`config.mk`:
```
export PLATFORM = sky130hd
export DESIGN_NAME = crc_rx_ctrl_flat
export DESIGN_NICKNAME = d
export VERILOG_FILES = /design/src/rtl/crc_pkg.sv /design/src/rtl/crc_rx_ctrl_if.sv /design/src/rtl/crc_serial_div.sv /design/src/rtl/crc_rx_ctrl.sv /design/src/flat_wrapper.sv
export SDC_FILE = /design/constraint.sdc
export NUM_CORES = 1
export LEC_CHECK = 0
export CAP_MARGIN = 5
export CORE_ASPECT_RATIO = 1.1
export CORE_MARGIN = 2
export CORE_UTILIZATION = 40
export DETAILED_ROUTE_END_ITERATION = 10
export DONT_BUFFER_PORTS = 1
export HOLD_SLACK_MARGIN = 0.02
export PLACE_DENSITY = 0.6
export SETUP_SLACK_MARGIN = 0.5
export SYNTH_ARGS = -nofsm -noshare
export SYNTH_HDL_FRONTEND = slang
export SYNTH_SLANG_ARGS = --single-unit
```
`constraint.sdc`:
```
create_clock -name clk -period 6.35 [get_ports clk]
set_input_delay 1.27 -clock clk [delete_from_list [all_inputs] [get_ports clk]]
set_output_delay 1.27 -clock clk [all_outputs]
set_load 0.01 [all_outputs]
```
`src/rtl/crc_pkg.sv`:
```
// Shared parameters and state encoding for the CRC receive controller.
package crc_pkg;

    localparam int DATA_W    = 64;
    localparam int CRC_W     = 3;
    localparam int FRAME_W   = DATA_W + CRC_W;
    localparam int MAX_RETRY = 3;
    localparam int CNT_W     = 7;
    localparam int RETRY_W   = $clog2(MAX_RETRY + 1);
    localparam int ERR_W     = 8;

    typedef enum logic [1:0] {
        ST_IDLE,
        ST_SHIFT,
        ST_HOLD
    } state_t;

endpackage

```
`src/rtl/crc_rx_ctrl_if.sv`:
```
// Bit-sampler input, result handshake and status pulses of the CRC receive controller.
interface crc_rx_ctrl_if;
    import crc_pkg::*;

    logic [CRC_W:0]   poly;
    logic             bit_in;
    logic             bit_valid;
    logic             frame_start;
    logic [DATA_W-1:0] out_data;
    logic             out_valid;
    logic             out_ready;
    logic             crc_ok;
    logic [CRC_W-1:0] syndrome;
    logic             nack;
    logic             drop;
    logic             overrun;
    logic [ERR_W-1:0] err_count;

    // master is the controller; slave is the PHY/sink side that feeds bits and consumes results
    modport master (
        input  poly, bit_in, bit_valid, frame_start, out_ready,
        output out_data, out_valid, crc_ok, syndrome, nack, drop, overrun, err_count
    );

    modport slave (
        output poly, bit_in, bit_valid, frame_start, out_ready,
        input  out_data, out_valid, crc_ok, syndrome, nack, drop, overrun, err_count
    );

endinterface

```
`src/rtl/crc_serial_div.sv`:
```
// Bit-serial polynomial divider: one remainder step per enabled bit, MSB first.
module crc_serial_div
    import crc_pkg::*;
(
    input  logic             clk,
    input  logic             rst_n,
    input  logic             i_clear,
    input  logic             i_load_poly,
    input  logic             i_shift_en,
    input  logic             i_bit,
    input  logic [CRC_W:0]   i_poly,
    output logic [CRC_W-1:0] o_rem,
    output logic [CRC_W-1:0] o_rem_next
);

    localparam logic [CRC_W:0] POLY_TOP = {1'b1, {CRC_W{1'b0}}};

    logic [CRC_W:0]   r_poly;
    logic [CRC_W-1:0] r_rem;
    logic [CRC_W:0]   w_poly;
    logic [CRC_W-1:0] w_base;
    logic             w_fb;

    // The leading generator term is always present, whatever the input says.
    assign w_poly     = i_load_poly ? (i_poly | POLY_TOP) : r_poly;
    assign w_base     = i_clear ? '0 : r_rem;
    assign w_fb       = w_base[CRC_W-1] & w_poly[CRC_W];
    assign o_rem_next = {w_base[CRC_W-2:0], i_bit} ^ (w_fb ? w_poly[CRC_W-1:0] : '0);
    assign o_rem      = r_rem;

    // NOTE: state registers use non-blocking assignments so every flop samples pre-edge values.
    always_ff @(posedge clk or negedge rst_n) begin
        if (!rst_n) begin
            r_rem  <= '0;
            r_poly <= '0;
        end else begin
            if (i_shift_en) begin
                r_rem <= o_rem_next;
            end else if (i_clear) begin
                r_rem <= '0;
            end
            if (i_load_poly) begin
                r_poly <= w_poly;
            end
        end
    end

endmodule

```
`src/rtl/crc_rx_ctrl.sv`:
```
// Receive frame controller: deserialises 64+3-bit frames, checks the CRC, drives NACK/retry status.
module crc_rx_ctrl
    import crc_pkg::*;
(
    input  logic          clk,
    input  logic          rst_n,
    crc_rx_ctrl_if.master bus
);

    localparam logic [CNT_W-1:0] LAST_BIT = CNT_W'(FRAME_W - 1);

    state_t             r_state;
    state_t             w_next_state;
    logic [CNT_W-1:0]   r_bit_cnt;
    logic [DATA_W-1:0]  r_data;
    logic [RETRY_W-1:0] r_retry_cnt;
    logic [ERR_W-1:0]   r_err_count;
    logic               r_nack;
    logic               r_drop;
    logic               r_overrun;
    logic               w_start;
    logic               w_shift;
    logic               w_last;
    logic               w_overrun;
    logic               w_frame_bit;
    logic [CRC_W-1:0]   w_rem;
    logic [CRC_W-1:0]   w_rem_next;

    assign w_frame_bit = bus.bit_valid && bus.frame_start;
    assign w_last      = w_shift && (r_bit_cnt == LAST_BIT);

    always_ff @(posedge clk or negedge rst_n) begin
        if (!rst_n) begin
            r_state <= ST_IDLE;
        end else begin
            r_state <= w_next_state;
        end
    end

    // NOTE: every signal driven here gets a default first, so no path can infer a latch.
    always_comb begin
        w_next_state = r_state;
        w_start      = 1'b0;
        w_shift      = 1'b0;
        w_overrun    = 1'b0;
        unique case (r_state)
            ST_IDLE: begin
                if (w_frame_bit) begin
                    w_start      = 1'b1;
                    w_next_state = ST_SHIFT;
                end
            end
            ST_SHIFT: begin
                if (w_frame_bit) begin
                    w_start   = 1'b1;
                    w_overrun = 1'b1;
                end else if (bus.bit_valid) begin
                    w_shift = 1'b1;
                    if (r_bit_cnt == LAST_BIT) begin
                        w_next_state = ST_HOLD;
                    end
                end
            end
            ST_HOLD: begin
                if (bus.out_ready) begin
                    w_next_state = ST_IDLE;
                    if (w_frame_bit) begin
                        w_start      = 1'b1;
                        w_next_state = ST_SHIFT;
                    end
                end else if (w_frame_bit) begin
                    w_overrun = 1'b1;
                end
            end
            default: w_next_state = ST_IDLE;
        endcase
    end

    // Only the first DATA_W bits are kept; the CRC bits live on solely in the divider.
    always_ff @(posedge clk or negedge rst_n) begin
        if (!rst_n) begin
            r_bit_cnt <= '0;
            r_data    <= '0;
        end else if (w_start) begin
            r_bit_cnt <= CNT_W'(1);
            r_data    <= {{(DATA_W-1){1'b0}}, bus.bit_in};
        end else if (w_shift) begin
            r_bit_cnt <= r_bit_cnt + CNT_W'(1);
            if (r_bit_cnt < CNT_W'(DATA_W)) begin
                r_data <= {r_data[DATA_W-2:0], bus.bit_in};
            end
        end
    end

    // Retry bookkeeping uses the remainder that includes the final bit being sampled.
    always_ff @(posedge clk or negedge rst_n) begin
        if (!rst_n) begin
            r_retry_cnt <= '0;
            r_err_count <= '0;
            r_nack      <= 1'b0;
            r_drop      <= 1'b0;
            r_overrun   <= 1'b0;
        end else begin
            r_nack    <= 1'b0;
            r_drop    <= 1'b0;
            r_overrun <= w_overrun;
            if (w_last) begin
                if (w_rem_next != '0) begin
                    r_nack <= 1'b1;
                    if (r_err_count != '1) begin
                        r_err_count <= r_err_count + ERR_W'(1);
                    end
                    if (r_retry_cnt == RETRY_W'(MAX_RETRY - 1)) begin
                        r_drop      <= 1'b1;
                        r_retry_cnt <= '0;
                    end else begin
                        r_retry_cnt <= r_retry_cnt + RETRY_W'(1);
                    end
                end else begin
                    r_retry_cnt <= '0;
                end
            end
        end
    end

    crc_serial_div u_div (
        .clk         (clk),
        .rst_n       (rst_n),
        .i_clear     (w_start),
        .i_load_poly (w_start),
        .i_shift_en  (w_start | w_shift),
        .i_bit       (bus.bit_in),
        .i_poly      (bus.poly),
        .o_rem       (w_rem),
        .o_rem_next  (w_rem_next)
    );

    assign bus.out_valid = (r_state == ST_HOLD);
    assign bus.out_data  = r_data;
    assign bus.crc_ok    = (r_state == ST_HOLD) && (w_rem == '0);
    assign bus.syndrome  = w_rem;
    assign bus.nack      = r_nack;
    assign bus.drop      = r_drop;
    assign bus.overrun   = r_overrun;
    assign bus.err_count = r_err_count;

endmodule

```
`src/flat_wrapper.sv`:
```
// flat-port wrapper written by rule: the top's interface ports become plain ports
module crc_rx_ctrl_flat import crc_pkg::*;
  (clk, rst_n, bus_poly, bus_bit_in, bus_bit_valid, bus_frame_start, bus_out_ready, bus_out_data, bus_out_valid, bus_crc_ok, bus_syndrome, bus_nack, bus_drop, bus_overrun, bus_err_count);
  crc_rx_ctrl_if bus_i ();
  input  logic clk;
  input  logic rst_n;
  input wire logic [$bits(bus_i.poly)-1:0] bus_poly;
  input wire logic [$bits(bus_i.bit_in)-1:0] bus_bit_in;
  input wire logic [$bits(bus_i.bit_valid)-1:0] bus_bit_valid;
  input wire logic [$bits(bus_i.frame_start)-1:0] bus_frame_start;
  input wire logic [$bits(bus_i.out_ready)-1:0] bus_out_ready;
  output wire logic [$bits(bus_i.out_data)-1:0] bus_out_data;
  output wire logic [$bits(bus_i.out_valid)-1:0] bus_out_valid;
  output wire logic [$bits(bus_i.crc_ok)-1:0] bus_crc_ok;
  output wire logic [$bits(bus_i.syndrome)-1:0] bus_syndrome;
  output wire logic [$bits(bus_i.nack)-1:0] bus_nack;
  output wire logic [$bits(bus_i.drop)-1:0] bus_drop;
  output wire logic [$bits(bus_i.overrun)-1:0] bus_overrun;
  output wire logic [$bits(bus_i.err_count)-1:0] bus_err_count;
  assign bus_i.poly = bus_poly;
  assign bus_i.bit_in = bus_bit_in;
  assign bus_i.bit_valid = bus_bit_valid;
  assign bus_i.frame_start = bus_frame_start;
  assign bus_i.out_ready = bus_out_ready;
  assign bus_out_data = bus_i.out_data;
  assign bus_out_valid = bus_i.out_valid;
  assign bus_crc_ok = bus_i.crc_ok;
  assign bus_syndrome = bus_i.syndrome;
  assign bus_nack = bus_i.nack;
  assign bus_drop = bus_i.drop;
  assign bus_overrun = bus_i.overrun;
  assign bus_err_count = bus_i.err_count;
  crc_rx_ctrl u_core (.clk(clk), .rst_n(rst_n), .bus(bus_i));
endmodule
```
==> flow_summary.yaml <==
clocking:
  clock_path_buffers: 2
  cts_hold_buf: 0
  postCtsSetupBuffers: 0
  cts_made_buffers: 9
  clock_latency_ns: 0.37
  clockRootBuffer: "clkbuf_8"
  h-tree-depth: 3
  clk_pin_slew_ns: 0.09
  cts.sinks: 93
  ctsResizeCount: 0
  cts_tree: "done"
sta:
  slew_viol_final: 0
  rsz0062_at_grt: "false"
  timing.final.setup_violations: 0
  min_period_ns: 3.03
  setup_slack_ns: 3.32
  whs_ns: 0.511
  period_share: 0.477
  hold_violations: 0
  maxSlewHeadroom: 0.456
  clock.fmax_ghz: 0.330
  skew_ns: 0.0129
  tightest_slew_ns: 0.816
  tns_ns: 0
pwr:
  combPwrFrac: 0.162
  ir_drop_mv: 0.178
  leakage_nw: 1.86
  internal_power_mw: 0.902
  p_seq_frac: 0.522
  switching_share: 0.318
  p_sw_mw: 0.421
  p_per_area_nw_per_um2: 301
  clock_power_share: 0.317
detailed_routing:
  drt-initial-drc-count: 183
  first_pass_iters: 4
  avgRoutedWirePerCell_um: 15.8
  routed_wl_um: 8660
  antenna_left: 0
  drc_errors: 0
  vias: 2973
  vias_per_cell: 5.43
placement:
  dp_hpwl_um: 5240
  pre_cts_ws_ns: 3.47
  gp_congestion: 0.800
  portBuffers: 0
  post-place-cells: 532
global_route:
  grt_pass1_wl_um: 14300
  grt_pass1_vias: 2896
  grt_overflow: 0
  grt_max_degree: 94
  track_usage: 0.164
  grt_antenna_before_repair: 0
die:
  ios: 90
  die_h_um: 110
  row_count: 38
  die_area_um2: 11100
  start_util: 0.412
  fp.dieW_um: 100
  core_area_um2: 9940
yosys:
  ys_top_cells_by_area: "dfrtp_1, nand2_1, a21oi_1"
  synth-main-ff-cell: "dfrtp_1"
  synth_cell_type_count: 42
  synth_edf_count: 0
  yosysTopAreaCell: "dfrtp_1"
  yosys.area.top_type_share: 0.568
  synth.area.mux_share: 0.0192
  synthSimpleGateAreaFrac: 0.217
  synth_top_family_by_area: "simple AND/OR/NAND/NOR gates"
  synthAdderAreaFrac: 0.0214
  synth_warnings: 0
  synth_compound_area_frac: 0.119
  synthXorXnorAreaFrac: 0.0257
  synth_area_um2: 4100
  ys_seq_area_frac: 0.568
  avgSynthCellArea_um2: 9.46
  netlist_instances: 433
  synth_seq_cells: 93
  async_flop_share: 1.00
  syn_nets: 450
worst_setup_path:
  crit_path_end_kind: "output pin"
  worstSetupStartpointType: "flip-flop"
  critical_path_peak_fanout: 5
  cp.arrival_ns: 1.76
  required_ns: 5.08
  criticalPathCategory: "reg2out"
worst_hold_path:
  hp-class: "reg2reg"
job:
  cap_violations: 0
layout:
  final_util: 0.442
  final_nets: 440
  layout.cells.non_filler: 548
  diodes: 0
  area_growth_pct: 7.27
  drive_gt1_frac: 0.0724
run_status:
  run_status: "finished, final reports clean"
-- sequential cells by signal, indices dropped and copies added, names as in the netlist --
register and count:
u_core.bus.out_data 64, u_core.bus.err_count 8, u_core.r_bit_cnt 7, u_core.u_div.r_poly 4, u_core.u_div.o_rem 3, u_core.r_retry_cnt 2
u_core.r_state 2, u_core.bus.drop 1, u_core.bus.nack 1, u_core.bus.overrun 1
-- cells in the mapped netlist, types with 2 or more instances --
cell      count
nor3b_1       3
clkbuf_1     16
a211oi_1      4
o21ai_0       5
nor2b_1       2
a21oi_1      65
xor2_1        6
nand4b_1      2
nand3_1      11
buf_2         7
o31ai_1       2
nor2_1       13
inv_1         5
nand2_1     144
mux2_2        4
xnor2_1       6
nor3_1        4
o32ai_1       2
nor4_1        2
mux2_1        3
ha_1          7
dfrtp_1      93
nand4_1       7
nand3b_1      2
-- routing by layer --
metal	track usage	wire [um]	vias up
li1	-	-	1433
met1	0.204	3810	1452
met2	0.258	4180	72
met3	0.0422	435	16
met4	0.0949	238	0
met5	0	0	-
-- placed cells by master (no fill, tap or decap), types with 3 or more instances in the layout --
master    count
clkbuf_8     10
a21oi_1      65
mux2_1        3
nor3b_1       3
dfrtp_1      93
a211oi_1      4
nand4_1       7
xnor2_1       6
nand2_1     144
ha_1          7
buf_4         3
xor2_1        6
inv_1         5
mux2_2        4
o21ai_0       5
nor2_1       12
nor3_1        4
nand3_1      11
-- logic make-up (layout without fill, tap and decap cells) --
logic type	after synthesis	in the layout
buffers and inverters	29	24
flip-flops	93	93
AND/OR/NAND/NOR	202	202
XOR/XNOR	12	12
multiplexers	7	7
adder cells (fa/ha/maj)	7	7
AO/OA/AOI/OAI	83	83
-- power groups by stage --
stage	sequential [mW]	combinational (mW)	clock, mW
CTS	0.690	0.217	0.436
detailed placement	0.702	0.215	0
finish	0.690	0.214	0.419
floorplan	0.678	0.191	0
global placement	0.701	0.207	0
global route	0.699	0.242	0.457
-- critical path, cell delays in order, from the launching register on --
cell and delay [ns]:
dfrtp_1 0.44, inv_1 0.12, ha_1 0.32, inv_1 0.11
nor4_1 0.40
-- through the flow --
| step | area, um2 | total power [mW] |
|---|---|---|
| floorplan | 4100 | 0.869 |
| global placement | 4180 | 0.908 |
| detailed placement | 4180 | 0.917 |
| CTS | 4390 | 1.34 |
| global route | 4390 | 1.40 |
| finish | 4390 | 1.32 |
-- cell type report --
| type | count | area [um2] |
|---|---|---|
| Fill cell | 947 | 5540 |
| Sequential cell | 93 | 2330 |
| Multi-Input combinational cell | 311 | 1670 |
| Tap cell | 120 | 150 |
| Clock buffer | 10 | 138 |
| Clock inverter | 6 | 71.3 |
| Timing Repair Buffer | 3 | 22.5 |
| Inverter | 5 | 18.8 |
-- final timing paths --
kind,cells past startpoint,slack (ns),start,end
hold / removal,1,0.51,u_core.r_retry_cnt[1],u_core.r_retry_cnt[0]
min in group asynchronous,0,0.59,rst_n,u_core.u_div.r_poly[0]
max in group asynchronous,0,5.56,rst_n,u_core.r_bit_cnt[5]
hold reg to reg,1,0.51,u_core.r_retry_cnt[1],u_core.r_retry_cnt[0]
setup / recovery,4,3.32,u_core.r_state[0],bus_crc_ok
setup reg to reg,7,3.89,u_core.r_state[0],u_core.bus.out_data[0]
No activity file was read; power rests on OpenSTA's default activity.
